### src/rtl/axi4lite_multich_loader_if.sv
// AXI4-Lite bus bundle for the multi-channel loader.
// The slave modport faces the loader; the master modport faces the host.
interface axi4lite_multich_loader_if #(
  parameter int unsigned ADDR_W = 6,
  parameter int unsigned DATA_W = 32
);
  logic [ADDR_W-1:0]   awaddr;
  logic [2:0]          awprot;
  logic                awvalid;
  logic                awready;
  logic [DATA_W-1:0]   wdata;
  logic [DATA_W/8-1:0] wstrb;
  logic                wvalid;
  logic                wready;
  logic [1:0]          bresp;
  logic                bvalid;
  logic                bready;
  logic [ADDR_W-1:0]   araddr;
  logic [2:0]          arprot;
  logic                arvalid;
  logic                arready;
  logic [DATA_W-1:0]   rdata;
  logic [1:0]          rresp;
  logic                rvalid;
  logic                rready;

  modport slave (
    input  awaddr, awprot, awvalid,
    output awready,
    input  wdata, wstrb, wvalid,
    output wready,
    output bresp, bvalid,
    input  bready,
    input  araddr, arprot, arvalid,
    output arready,
    output rdata, rresp, rvalid,
    input  rready
  );

  modport master (
    output awaddr, awprot, awvalid,
    input  awready,
    output wdata, wstrb, wvalid,
    input  wready,
    input  bresp, bvalid,
    output bready,
    output araddr, arprot, arvalid,
    input  arready,
    input  rdata, rresp, rvalid,
    output rready
  );
endinterface

### src/rtl/axi4lite_multich_loader.sv
// AXI4-Lite slave that demultiplexes host word writes into per-channel load
// streams and exposes control, counters, status and the done interrupt.
module axi4lite_multich_loader #(
  parameter int unsigned C_S_AXI_DATA_WIDTH = 32,
  parameter int unsigned C_S_AXI_ADDR_WIDTH = 6,
  parameter int unsigned NUM_CH             = 3,
  parameter int unsigned CNT_W              = 16,
  parameter logic [NUM_CH*CNT_W-1:0] CH_DEPTH = {16'd3220, 16'd10, 16'd784},
  parameter int unsigned RESULT_W           = 4
) (
  input  logic                          ACLK,
  input  logic                          ARESETN,
  axi4lite_multich_loader_if.slave      s_axi,
  output logic [NUM_CH-1:0]             ld_valid,
  output logic [C_S_AXI_DATA_WIDTH-1:0] ld_data,
  input  logic [NUM_CH-1:0]             ld_ready,
  output logic                          acc_start,
  output logic                          acc_soft_rst,
  input  logic                          acc_done,
  input  logic [RESULT_W-1:0]           acc_result,
  output logic                          all_loaded,
  output logic                          irq
);

  localparam int unsigned DW = C_S_AXI_DATA_WIDTH;
  localparam int unsigned AW = C_S_AXI_ADDR_WIDTH;
  localparam int unsigned SW = DW / 8;

  typedef enum logic [1:0] {W_IDLE, W_DECODE, W_PUSH, W_RESP} wstate_t;

  wstate_t           state, state_n;
  logic [AW-1:0]     addr_q;
  logic [DW-1:0]     data_q;
  logic [SW-1:0]     strb_q;
  logic [1:0]        bresp_q;
  logic              ctrl_start, irq_en, soft_rst, done, overflow;
  logic [RESULT_W-1:0] result_q;
  logic [CNT_W-1:0]  cnt [NUM_CH];
  logic [NUM_CH-1:0] full;
  logic              rvalid_q;
  logic [DW-1:0]     rdata_q;

  int unsigned       widx;
  logic              is_ch, tgt_full;
  logic [NUM_CH-1:0] dec_sel;
  logic              aw_hs, bvalid_c, push_fire, reg_wr, ovf_hit, clear_wr;
  logic [NUM_CH-1:0] ld_valid_c;
  logic              ar_hs;
  logic [DW-1:0]     rd_mux, status;

  // Channel fill state and the write-target decode of the captured address
  always_comb begin
    full = '0;
    for (int unsigned k = 0; k < NUM_CH; k++)
      full[k] = (cnt[k] == CH_DEPTH[k*CNT_W +: CNT_W]);
  end

  always_comb begin
    widx     = 32'(addr_q[AW-1:2]);
    is_ch    = (widx >= 1) && (widx <= NUM_CH);
    dec_sel  = is_ch ? (NUM_CH'(1) << (widx - 1)) : '0;
    tgt_full = |(dec_sel & full);
  end

  always_ff @(posedge ACLK or negedge ARESETN) begin
    if (!ARESETN) state <= W_IDLE;
    else          state <= state_n;
  end

  always_comb begin
    state_n = state;
    unique case (state)
      W_IDLE:   if (aw_hs)          state_n = W_DECODE;
      W_DECODE: state_n = (is_ch && !tgt_full) ? W_PUSH : W_RESP;
      W_PUSH:   if (push_fire)      state_n = W_RESP;
      W_RESP:   if (s_axi.bready)   state_n = W_IDLE;
      default:  state_n = W_IDLE;
    endcase
  end

  always_comb begin
    aw_hs      = (state == W_IDLE) && s_axi.awvalid && s_axi.wvalid;
    bvalid_c   = (state == W_RESP);
    ld_valid_c = (state == W_PUSH) ? dec_sel : '0;
    push_fire  = |(ld_valid_c & ld_ready);
    reg_wr     = (state == W_DECODE) && !is_ch;
    ovf_hit    = (state == W_DECODE) && is_ch && tgt_full;
    clear_wr   = reg_wr && (widx == 0) && strb_q[0] && ctrl_start && !data_q[0];
  end

  assign s_axi.awready = aw_hs;
  assign s_axi.wready  = aw_hs;
  assign s_axi.bvalid  = bvalid_c;
  assign s_axi.bresp   = bresp_q;
  assign ld_valid      = ld_valid_c;
  assign ld_data       = data_q;

  // addr_q/data_q only move in W_IDLE, so they also hold the stream word stable
  always_ff @(posedge ACLK or negedge ARESETN) begin
    if (!ARESETN) begin
      addr_q  <= '0;
      data_q  <= '0;
      strb_q  <= '0;
      bresp_q <= '0;
    end else begin
      if (aw_hs) begin
        addr_q <= s_axi.awaddr;
        data_q <= s_axi.wdata;
        strb_q <= s_axi.wstrb;
      end
      if (state == W_DECODE)
        bresp_q <= ovf_hit ? 2'b10 : 2'b00;
    end
  end

  always_ff @(posedge ACLK or negedge ARESETN) begin
    if (!ARESETN) begin
      ctrl_start <= 1'b0;
      irq_en     <= 1'b0;
      soft_rst   <= 1'b0;
    end else begin
      if (reg_wr && (widx == 0) && strb_q[0]) begin
        ctrl_start <= data_q[0];
        irq_en     <= data_q[1];
      end
      if (reg_wr && (widx == 7) && strb_q[0])
        soft_rst <= data_q[0];
      if (soft_rst)
        ctrl_start <= 1'b0;
    end
  end

  // A done pulse beats a coincident clearing CTRL write; soft reset beats both
  always_ff @(posedge ACLK or negedge ARESETN) begin
    if (!ARESETN) begin
      done     <= 1'b0;
      result_q <= '0;
      overflow <= 1'b0;
    end else begin
      if (soft_rst) begin
        done     <= 1'b0;
        result_q <= '0;
      end else if (acc_done) begin
        done     <= 1'b1;
        result_q <= acc_result;
      end else if (clear_wr) begin
        done     <= 1'b0;
        result_q <= '0;
      end
      if (soft_rst)     overflow <= 1'b0;
      else if (ovf_hit) overflow <= 1'b1;
    end
  end

  always_ff @(posedge ACLK or negedge ARESETN) begin
    if (!ARESETN) begin
      for (int unsigned k = 0; k < NUM_CH; k++) cnt[k] <= '0;
    end else begin
      for (int unsigned k = 0; k < NUM_CH; k++) begin
        if (soft_rst)
          cnt[k] <= '0;
        else if (push_fire && ld_valid_c[k])
          cnt[k] <= cnt[k] + CNT_W'(1);
      end
    end
  end

  always_comb begin
    status    = '0;
    status[0] = done;
    status[1] = &full;
    status[2] = overflow;
    for (int unsigned k = 0; k < NUM_CH; k++)
      status[4+k] = full[k];
  end

  always_comb begin
    int unsigned ridx;
    ridx   = 32'(s_axi.araddr[AW-1:2]);
    rd_mux = '0;
    case (ridx)
      0: begin
        rd_mux[0] = ctrl_start;
        rd_mux[1] = irq_en;
      end
      5:       rd_mux    = status;
      6:       rd_mux    = DW'(result_q);
      7:       rd_mux[0] = soft_rst;
      default: begin
        for (int unsigned k = 0; k < NUM_CH; k++)
          if (ridx == 8 + k) rd_mux = DW'(cnt[k]);
      end
    endcase
  end

  assign ar_hs = s_axi.arvalid && !rvalid_q;

  always_ff @(posedge ACLK or negedge ARESETN) begin
    if (!ARESETN) begin
      rvalid_q <= 1'b0;
      rdata_q  <= '0;
    end else if (ar_hs) begin
      rvalid_q <= 1'b1;
      rdata_q  <= rd_mux;
    end else if (rvalid_q && s_axi.rready) begin
      rvalid_q <= 1'b0;
    end
  end

  assign s_axi.arready = ar_hs;
  assign s_axi.rvalid  = rvalid_q;
  assign s_axi.rdata   = rdata_q;
  assign s_axi.rresp   = 2'b00;

  assign acc_start    = ctrl_start;
  assign acc_soft_rst = soft_rst;
  assign all_loaded   = &full;
  assign irq          = done & irq_en;

  logic unused;
  assign unused = ^{s_axi.awprot, s_axi.arprot, s_axi.araddr[1:0], addr_q[1:0], strb_q[SW-1:1]};

endmodule

### src/flat_wrapper.sv
// flat-port wrapper written by rule: the top's interface ports become plain ports
module axi4lite_multich_loader_flat 
#(
  parameter int unsigned C_S_AXI_DATA_WIDTH = 32,
  parameter int unsigned C_S_AXI_ADDR_WIDTH = 6,
  parameter int unsigned NUM_CH             = 3,
  parameter int unsigned CNT_W              = 16,
  parameter logic [NUM_CH*CNT_W-1:0] CH_DEPTH = {16'd3220, 16'd10, 16'd784},
  parameter int unsigned RESULT_W           = 4
)
  (ACLK, ARESETN, ld_valid, ld_data, ld_ready, acc_start, acc_soft_rst, acc_done, acc_result, all_loaded, irq, s_axi_awaddr, s_axi_awprot, s_axi_awvalid, s_axi_awready, s_axi_wdata, s_axi_wstrb, s_axi_wvalid, s_axi_wready, s_axi_bresp, s_axi_bvalid, s_axi_bready, s_axi_araddr, s_axi_arprot, s_axi_arvalid, s_axi_arready, s_axi_rdata, s_axi_rresp, s_axi_rvalid, s_axi_rready);
  axi4lite_multich_loader_if #(.ADDR_W(6), .DATA_W(32)) s_axi_i ();
  input  logic ACLK;
  input  logic ARESETN;
  output logic [NUM_CH-1:0] ld_valid;
  output logic [C_S_AXI_DATA_WIDTH-1:0] ld_data;
  input  logic [NUM_CH-1:0] ld_ready;
  output logic acc_start;
  output logic acc_soft_rst;
  input  logic acc_done;
  input  logic [RESULT_W-1:0] acc_result;
  output logic all_loaded;
  output logic irq;
  input wire logic [$bits(s_axi_i.awaddr)-1:0] s_axi_awaddr;
  input wire logic [$bits(s_axi_i.awprot)-1:0] s_axi_awprot;
  input wire logic [$bits(s_axi_i.awvalid)-1:0] s_axi_awvalid;
  output wire logic [$bits(s_axi_i.awready)-1:0] s_axi_awready;
  input wire logic [$bits(s_axi_i.wdata)-1:0] s_axi_wdata;
  input wire logic [$bits(s_axi_i.wstrb)-1:0] s_axi_wstrb;
  input wire logic [$bits(s_axi_i.wvalid)-1:0] s_axi_wvalid;
  output wire logic [$bits(s_axi_i.wready)-1:0] s_axi_wready;
  output wire logic [$bits(s_axi_i.bresp)-1:0] s_axi_bresp;
  output wire logic [$bits(s_axi_i.bvalid)-1:0] s_axi_bvalid;
  input wire logic [$bits(s_axi_i.bready)-1:0] s_axi_bready;
  input wire logic [$bits(s_axi_i.araddr)-1:0] s_axi_araddr;
  input wire logic [$bits(s_axi_i.arprot)-1:0] s_axi_arprot;
  input wire logic [$bits(s_axi_i.arvalid)-1:0] s_axi_arvalid;
  output wire logic [$bits(s_axi_i.arready)-1:0] s_axi_arready;
  output wire logic [$bits(s_axi_i.rdata)-1:0] s_axi_rdata;
  output wire logic [$bits(s_axi_i.rresp)-1:0] s_axi_rresp;
  output wire logic [$bits(s_axi_i.rvalid)-1:0] s_axi_rvalid;
  input wire logic [$bits(s_axi_i.rready)-1:0] s_axi_rready;
  assign s_axi_i.awaddr = s_axi_awaddr;
  assign s_axi_i.awprot = s_axi_awprot;
  assign s_axi_i.awvalid = s_axi_awvalid;
  assign s_axi_awready = s_axi_i.awready;
  assign s_axi_i.wdata = s_axi_wdata;
  assign s_axi_i.wstrb = s_axi_wstrb;
  assign s_axi_i.wvalid = s_axi_wvalid;
  assign s_axi_wready = s_axi_i.wready;
  assign s_axi_bresp = s_axi_i.bresp;
  assign s_axi_bvalid = s_axi_i.bvalid;
  assign s_axi_i.bready = s_axi_bready;
  assign s_axi_i.araddr = s_axi_araddr;
  assign s_axi_i.arprot = s_axi_arprot;
  assign s_axi_i.arvalid = s_axi_arvalid;
  assign s_axi_arready = s_axi_i.arready;
  assign s_axi_rdata = s_axi_i.rdata;
  assign s_axi_rresp = s_axi_i.rresp;
  assign s_axi_rvalid = s_axi_i.rvalid;
  assign s_axi_i.rready = s_axi_rready;
  axi4lite_multich_loader #(.C_S_AXI_DATA_WIDTH(C_S_AXI_DATA_WIDTH), .C_S_AXI_ADDR_WIDTH(C_S_AXI_ADDR_WIDTH), .NUM_CH(NUM_CH), .CNT_W(CNT_W), .CH_DEPTH(CH_DEPTH), .RESULT_W(RESULT_W)) u_core (.ACLK(ACLK), .ARESETN(ARESETN), .s_axi(s_axi_i), .ld_valid(ld_valid), .ld_data(ld_data), .ld_ready(ld_ready), .acc_start(acc_start), .acc_soft_rst(acc_soft_rst), .acc_done(acc_done), .acc_result(acc_result), .all_loaded(all_loaded), .irq(irq));
endmodule
### config.mk
export PLATFORM = sky130hd
export DESIGN_NAME = axi4lite_multich_loader_flat
export DESIGN_NICKNAME = d
export VERILOG_FILES = /design/src/rtl/axi4lite_multich_loader_if.sv /design/src/rtl/axi4lite_multich_loader.sv /design/src/flat_wrapper.sv
export SDC_FILE = /design/constraint.sdc
export NUM_CORES = 1
export LEC_CHECK = 0
export BUFFER_PORTS_ARGS = -buffer_cell sky130_fd_sc_hd__buf_2
export CAP_MARGIN = 0
export CORE_MARGIN = 5
export CORE_UTILIZATION = 50
export CTS_BUF_LIST = sky130_fd_sc_hd__clkbuf_8
export DETAILED_ROUTE_END_ITERATION = 16
export PLACE_DENSITY = 0.78
export SLEW_MARGIN = 10
export SYNTH_ARGS = -nofsm -noshare
export SYNTH_HDL_FRONTEND = slang
export SYNTH_SLANG_ARGS = --single-unit
### constraint.sdc
create_clock -name ACLK -period 2 [get_ports ACLK]
set_input_delay 0.4 -clock ACLK [delete_from_list [all_inputs] [get_ports ACLK]]
set_output_delay 0.4 -clock ACLK [all_outputs]
set_load 0.05 [all_outputs]
==> out/metrics.cfg, run 1 <==
[drt]
routed_wl_um=18000
via_count=5427
drt_iter0_drc=524
drt.antenna.violating_nets=0
drc=0
wire_per_inst_um=19.1
drt_pass1_iterations=5
viasPerCell=5.77

[worst_setup_path]
required_ns=1.60
cp_top_family=simple AND/OR/NAND/NOR gates
worstPathMaxFanout=2
worst_path_max_delay_cell=dfrtp_1
r2r_cells=10
slowest_delay_ns=0.40
critPathArrivalTime_ns=1.96
path_class=reg -> out
cp-start-kind=flop
path_depth=6
crit_buf_inv=2
critPathCaptureType=output pin
cp_cell_sequence=inv_2 -> ha_4 -> nor4bb_4 -> nand4_1 -> nor3_4 -> buf_6

[die]
die_w_um=119
die_h_um=119
io_pins=149
dieArea_um2=14200
initial_core_util=0.514
core_um2=11600
row_count=39

[clock_tree]
cts_inserted_buffers=17
cts_sinks=114
clkTransAtPathRegs_ns=0.07
clock_latency_ns=0.46
cts-htree-levels=4
clockRootBuffer=clkbuf_8
max-clock-path-buffers=2
tritoncts=done

[final_layout]
area_growth_pct=40.8
ff_latch_area_um2=2850
nNetsFinal=869
layout-drive-gt1-share=0.434
final_common_cell=dfrtp_1
fin_util=0.724
diodes=0
multi_input_area_um2=3350
layout_common_cells=113 x dfrtp_1, 109 x buf_2, 88 x buf_4, 48 x nor2_1, 42 x nand2_1
nFillCells=752

[sta]
final_max_slew_viol_count=0
hold_viol_final=0
fin_skew_ns=0.0165
setup_viol=30
finalCritPeriodShare=1.18
postLayoutSetupSlackWorst_ns=-0.356
setup-tns-final_ns=-2.71
holdWs_ns=0.135
worst_pin_slew_ns=0.561
slew_headroom=0.626
fmax_mhz=424
min_period_ns=2.36
rsz0062_at_grt=true

[global_routing]
first_global_vias=5542
antenna_found_initial=0
grt_max_degree=47
grt_pass1_wl_um=27900
grt.total_usage=0.246
grt_overflow=0

[synthesis]
ys_seq_area_frac=0.479
synth.distinct_cells=49
synth_area_leaders=dfrtp_1 48%, mux2_1 3.8%, mux2_2 3.8%, nor2_1 3.3%, ha_1 3.2%
synth_seq_cells=114
netlist.area_leader.share=0.479
synth_edf_count=0
synth_area_leader_cell=dfrtp_1
avgSynthCellArea_um2=10.3
synth_warnings=0
synth.cell_area_um2=5950
async_reset_ff_frac=1.00
synth_flop_cell=dfrtp_1
syn_inst=575

[pwr]
p_leak_nw=4.10
power_density_nw_per_um2=1270
power.total_mw=10.6
peakVddDrop_v=0.00112

[min_path]
hp-class=in -> reg
worst_hold_path.num_cells=2

[placed_design]
finalWeightedCongestion=0.912
hpwlAfterDp_um=11100
numPortBuffers=116
dp_slack_ns=-0.0904

[run_status]
status=finished with violations
violations=setup timing

[flow_run]
maxCapViolCount=0

-- synth_stat cells, types with 2 or more instances --
library cell,count
and3b_1,3
clkbuf_1,19
xnor2_1,18
nor4_1,6
ha_1,15
nor4b_1,4
nor3_1,11
buf_4,22
nor2_1,52
nand4_1,18
mux2_2,20
o21ai_0,11
mux2i_1,18
a22o_1,15
nor4_2,3
o21ai_1,23
nor4bb_1,2
nand2_1,45
a221oi_1,2
a21oi_1,23
xor2_1,16
and4_1,5
nand3_1,15
inv_1,18
and3_1,9
mux2_1,20
or3_1,11
nor3b_1,2
nand4_4,2
nor2b_1,7
dfrtp_1,114
and4b_1,2
buf_2,5
and2_1,4
-- cells by family after synthesis --
logic type / after synthesis / synth area share
and+or+nand+nor: 207 / 0.192
DFF: 114 / 0.479
AOI/OAI and AO/OA: 82 / 0.0848
buffers and inverters: 64 / 0.0553
muxes: 58 / 0.106
xor gates and xnor gates: 34 / 0.0501
adders and majority gates: 15 / 0.0315
other: 1 / 0.000630
-- power by group --
part / internal (mW) / leakage [nW] / switching (mW) / total (mW)
registers: 2.86 / 1.49 / 0.430 / 3.29
clock network: 1.44 / 0.227 / 0.965 / 2.40
logic: 1.79 / 2.39 / 3.15 / 4.95
total: 6.09 / 4.10 / 4.55 / 10.6
-- worst reg2reg max path, cell delays in order (launching register included) --
cell	delay, ns
dfrtp_1	0.38
inv_2	0.08
ha_4	0.18
nor4b_4	0.24
buf_4	0.16
buf_6	0.09
buf_8	0.12
buf_4	0.13
nand4_1	0.18
or3_4	0.38
a21oi_2	0.15
-- path summary, 6_finish.rpt --
path                       slack [ns]                from                  end
min in group asynchronous        0.47             ARESETN          u_core.done
hold / removal                   0.14        s_axi_rready  u_core.s_axi.rvalid
max in group asynchronous        0.94             ARESETN       u_core.cnt[38]
setup / recovery                -0.36       u_core.cnt[1]           all_loaded
hold reg to reg                  0.49  u_core.ld_data[30]   u_core.ld_data[30]
setup reg to reg                -0.18    u_core.addr_q[3]       u_core.cnt[38]
-- timing repair --
item / 4_1_cts / 5_1_grt
hold buffers: 1 / 0
setup buffers: 19 / 18
endpoints found under the setup margin: 30 / 57
resized for setup: 58 / 66
pin swaps: 22 / 38
endpoints found under the hold margin: 33 / 0
-- registers in the layout, summed over array words and instances (netlist names) --
signal and flops:
u_core.s_axi.rdata 16, u_core.addr_q 4, u_core.s_axi.rvalid 1, u_core.acc_start 1, u_core.done 1, u_core.irq_en 1
u_core.result_q 4, u_core.acc_soft_rst 1, u_core.strb_q 1, u_core.ld_data 32, u_core.s_axi.bresp 1, u_core.state 2
u_core.overflow 1, u_core.cnt 48
-- final cells by class --
| type | count | share of cell area |
|---|---|---|
| Inverter | 18 | 0.00851 |
| Sequential cell | 114 | 0.341 |
| Tap cell | 143 | 0.0214 |
| Timing Repair Buffer | 219 | 0.178 |
| Clock inverter | 12 | 0.0194 |
| Multi-Input combinational cell | 415 | 0.399 |
| Clock buffer | 20 | 0.0329 |
-- per-layer routing --
layer | track usage | share of wire | up-vias
met4 | 0.112 | 0.031 | 0
met1 | 0.296 | 0.39 | 2640
li1 | - | - | 2416
met2 | 0.407 | 0.50 | 316
met3 | 0.0744 | 0.080 | 55
met5 | 0 | 0 | -
-- per-stage QoR --
step	instances	cell area, um^2
after floorplan	593	6080
after global placement	877	7120
after detailed placement	877	7120
after CTS	927	7970
after global routing	941	8380
final	941	8380
No activity file was read; power rests on OpenSTA's default activity.
==> inputs of run 2 (changes only) <==
clock period = 1.95 ns   (was 2 ns; I/O delays follow)
==> out/metrics.cfg, run 2 (synthesis results as in run 1) <==
[pwr]
p_switching_mw=4.58
peakVddDrop_v=0.00144
p_leak_nw=4.08
switching_share=0.440
p_seq_frac=0.322
power_density_nw_per_um2=1250
p_int_mw=5.82
combPwrFrac=0.482
clkPwrFrac=0.195

[worst_setup_path]
rrSetupSlack_ns=-0.19
worst_path_max_delay_cell=dfrtp_1
cp_top_family=simple AND/OR/NAND/NOR gates
timing.rr.end=u_core.cnt[36]
slowest_delay_ns=0.40
crit_buf_inv=2
path_class=reg -> out
r2r-start=u_core.addr_q[2]
critPathCaptureType=output pin
worstPathMaxFanout=2
cp_cell_sequence=inv_1 -> ha_2 -> nor4b_2 -> nand4_1 -> nor3_4 -> buf_6
cp-start-kind=flop
path_depth=6
critPathArrivalTime_ns=2.03
r2r_cells=9
required_ns=1.56

[placed_design]
dp_slack_ns=-0.220
hpwlAfterDp_um=11500
finalWeightedCongestion=0.900
numPortBuffers=116

[final_layout]
top_register=u_core.cnt
layout_common_cells=114 x dfrtp_1, 108 x buf_2, 91 x buf_4, 47 x nor2_1, 44 x nand2_1
multi_input_area_um2=3340
largest_reg_flops=48
layout-drive-gt1-share=0.431
ff_latch_area_um2=2850
diodes=0
nFillCells=752
area_growth_pct=40.1
final_common_cell=dfrtp_1
nNetsFinal=874

[sta]
postLayoutSetupSlackWorst_ns=-0.471
setup-tns-final_ns=-2.62
finalCritPeriodShare=1.24
worst_pin_slew_ns=0.587
slew_headroom=0.608
hold_viol_final=0
final_max_slew_viol_count=0
holdWs_ns=0.116
setup_viol=26
rsz0062_at_grt=true
min_period_ns=2.42
fmax_mhz=413
fin_skew_ns=0.00869

[global_routing]
first_global_vias=5698
grt.total_usage=0.239
grt_max_degree=56
grt_overflow=0
antenna_found_initial=0
grt_pass1_wl_um=27500

[run_status]
status=finished with violations
violations=setup timing

[drt]
via_count=5382
drt_iter0_drc=476
drt.antenna.violating_nets=0
drc=0
wire_per_inst_um=18.7
met2WireLength_um=9220
top_layer_used=met4
viasPerCell=5.69
met3_length_um=1260
drt_pass1_iterations=5
routed_wl_um=17700
drt-met1-wl_um=6970

[clock_tree]
clockRootBuffer=clkbuf_8
tritoncts=done
clkTransAtPathRegs_ns=0.07
max-clock-path-buffers=2
cts_inserted_buffers=17
cts-htree-levels=4
cts_sinks=114
clock_latency_ns=0.45

[die]
dieArea_um2=14200
initial_core_util=0.514
die_h_um=119
die_w_um=119
row_count=39
io_pins=149
core_um2=11600

[min_path]
min_to=u_core.s_axi.rvalid
hp-class=in -> reg
worstHoldStart=s_axi_rready
worst_hold_path.num_cells=2

[flow_run]
maxCapViolCount=0

==> run 2: cell count changes in the layout (fill, tap and decap cells not counted), sizes merged <==
cell,before,now
bufinv,4,1
clkinvlp,3,1
clkbuf,20,21
buf,218,223
inv,19,23
==> run 2: worst reg2reg max path: cells and delay by family (launching register included) <==
kind                       cells  cell delay [ns]
xor gates and xnor gates       1             0.28
adders and majority gates      1             0.19
buffers and inverters          3             0.40
DFF                            1             0.39
and+or+nand+nor                4             0.74
==> run 2: timing repair <==
| action | CTS | global route |
|---|---|---|
| setup endpoints to repair | 42 | 59 |
| hold buffers | 1 | 0 |
| pin swaps | 29 | 44 |
| resized for setup | 64 | 61 |
| setup buffers | 21 | 13 |
| endpoints found under the hold margin | 29 | 0 |
==> run 2: worst max-delay path by stage <==
stage | start | to | slack (ns)
after detailed placement | u_core.addr_q[2] | u_core.state[0] | -0.22
after global placement | u_core.addr_q[2] | u_core.cnt[4] | -0.07
after floorplan | u_core.addr_q[2] | u_core.state[1] | -0.10
final | u_core.cnt[16] | all_loaded | -0.47
after global routing | u_core.cnt[16] | all_loaded | -0.52
after CTS | u_core.cnt[16] | all_loaded | -0.40
==> run 2: layer usage <==
layer | vias up | track usage
met1 | 2659 | 0.283
met2 | 264 | 0.416
met5 | - | 0
met3 | 33 | 0.0673
li1 | 2426 | -
met4 | 0 | 0.0818
==> run 2: final cells by class <==
cell class / instances / share of cell area
Multi-Input combinational cell: 415 / 0.401
Sequential cell: 114 / 0.342
Timing Repair Buffer: 224 / 0.184
Clock buffer: 21 / 0.0347
Tap cell: 143 / 0.0215
Clock inverter: 11 / 0.00871
Inverter: 18 / 0.00856
==> run 2: power by group through the flow <==
stage / Combinational, mW / Clock (mW) / Sequential (mW)
6_report: 5.02 / 2.03 / 3.35
5_1_grt: 5.28 / 2.19 / 3.41
4_1_cts: 4.60 / 2.05 / 3.31
3_5_place_dp: 4.15 / 0 / 3.31
3_3_place_gp: 4.00 / 0 / 3.28
2_1_floorplan: 1.58 / 0 / 4.67
==> run 2: stage by stage <==
stage	cell area, um^2	power, mW	utilization	std cells
after floorplan	6110	6.24	-	593
after global placement	7200	7.28	0.622	887
after detailed placement	7200	7.46	0.622	887
after CTS	8020	9.95	0.693	940
after global routing	8330	10.9	0.721	946
final	8330	10.4	0.721	946
==> inputs of run 3 (changes only) <==
PLACE_DENSITY = not set   (was 0.78)
PLACE_DENSITY_LB_ADDON = 0.12   (was not set)
==> out/metrics.cfg, run 3 (synthesis results as in run 1) <==
[worst_setup_path]
path_class=reg -> out
required_ns=1.56
critPathCaptureType=output pin
critPathArrivalTime_ns=2.01
worstPathMaxFanout=2
cp-start-kind=flop

[sta]
holdWs_ns=0.133
fmax_mhz=417
setup_viol=56
hold_viol_final=0
rsz0062_at_grt=true
slew_headroom=0.597
postLayoutSetupSlackWorst_ns=-0.450
min_period_ns=2.40
worst_pin_slew_ns=0.604
fin_skew_ns=0.0114
finalCritPeriodShare=1.23
final_max_slew_viol_count=0

[pwr]
switching_share=0.421
clkPwrFrac=0.207
peakVddDrop_v=0.00128
power.total_mw=10.9
power_density_nw_per_um2=1270
combPwrFrac=0.490
p_leak_nw=4.28
p_seq_frac=0.303
p_int_mw=6.32
p_switching_mw=4.60

[final_layout]
diodes=0
layout-drive-gt1-share=0.454
final_common_cell=dfrtp_1
top_register=u_core.cnt
area_growth_pct=45.0
nNetsFinal=894
largest_reg_flops=48
layout_common_cells=114 x dfrtp_1, 109 x buf_2, 92 x buf_4, 49 x nor2_1, 39 x nand2_1

[drt]
wire_per_inst_um=17.6
routed_wl_um=16900
drc=0
drt_iter0_drc=363
drt_pass1_iterations=5
via_count=5268
viasPerCell=5.46
drt.antenna.violating_nets=0

[die]
row_count=39
die_w_um=119
dieArea_um2=14200
io_pins=149
die_h_um=119
initial_core_util=0.514
core_um2=11600

[clock_tree]
clkTransAtPathRegs_ns=0.07
max-clock-path-buffers=2
cts_inserted_buffers=17
cts-htree-levels=4
clockRootBuffer=clkbuf_8
clock_latency_ns=0.45
tritoncts=done
cts_sinks=114

[global_routing]
grt_max_degree=50
antenna_found_initial=0
first_global_vias=5493
grt_pass1_wl_um=26600
grt_overflow=0
grt.total_usage=0.235

[placed_design]
numPortBuffers=116
hpwlAfterDp_um=11100
finalWeightedCongestion=0.863

[flow_run]
maxCapViolCount=0

[run_status]
violations=setup timing
status=finished with violations

[min_path]
hp-class=in -> reg

[run 3: metrics by stage]
| step | setup slack [ns] | area [um^2] | setup TNS [ns] | instances | utilization |
|---|---|---|---|---|---|
| 2_1_floorplan | -0.104 | 6110 | -0.264 | 593 | - |
| 3_3_place_gp | -0.0980 | 7250 | -1.01 | 892 | 0.627 |
| 3_5_place_dp | -0.158 | 7250 | -3.11 | 892 | 0.627 |
| 4_1_cts | -0.451 | 8210 | -3.21 | 948 | 0.710 |
| 5_1_grt | -0.542 | 8630 | -12.74 | 965 | 0.746 |
| 6_report | -0.450 | 8630 | -8.43 | 965 | 0.746 |
[run 3: routing by layer]
layer,track usage,share of wire
met1,0.282,0.41
met2,0.396,0.51
met3,0.0673,0.055
met4,0.0999,0.026
met5,0,0
[run 3: critical path, stage by stage, from the launching register on]
cell and delay, ns:
dfrtp_1 0.40, inv_2 0.09, ha_4 0.13, and4b_1 0.21
nand4_1 0.24, nor3_4 0.30, buf_6 0.19
[run 3: final cells by class]
cell class / count / area [um^2]
Clock buffer: 19 / 262
Clock inverter: 12 / 141
Fill cell: 769 / 2940
Inverter: 18 / 71.3
Multi-Input combinational cell: 415 / 3350
Sequential cell: 114 / 2850
Tap cell: 143 / 179
Timing Repair Buffer: 244 / 1770
[run 3: power groups by stage]
stage | Combinational (mW) | Clock, mW | Sequential, mW
after global placement | 4.08 | 0 | 3.28
final | 5.35 | 2.26 | 3.31
after CTS | 4.82 | 2.31 | 3.29
after floorplan | 1.58 | 0 | 4.67
after detailed placement | 4.19 | 0 | 3.30
after global routing | 5.65 | 2.43 | 3.39
[run 3: repair_timing]
action,in CTS,in global routing
endpoints found under the setup margin,39,65
endpoints found under the hold margin,16,0
gates resized for setup,77,71
setup buffers,25,24
pin swaps,37,47
hold buffers,1,0
cloned,0,1
[run 3: path summary, 6_finish.rpt]
path	from	end	depth (start not counted)	slack, ns
worst max-delay path	u_core.cnt[33]	all_loaded	6	-0.45
worst min-delay path	s_axi_rready	u_core.s_axi.rvalid	2	0.13
worst max register to register	u_core.addr_q[2]	u_core.cnt[15]	10	-0.28
worst min register to register	u_core.s_axi.rdata[4]	u_core.s_axi.rdata[4]	2	0.49
max in group asynchronous	ARESETN	u_core.cnt[41]	3	1.03
min in group asynchronous	ARESETN	u_core.s_axi.bresp[1]	2	0.37
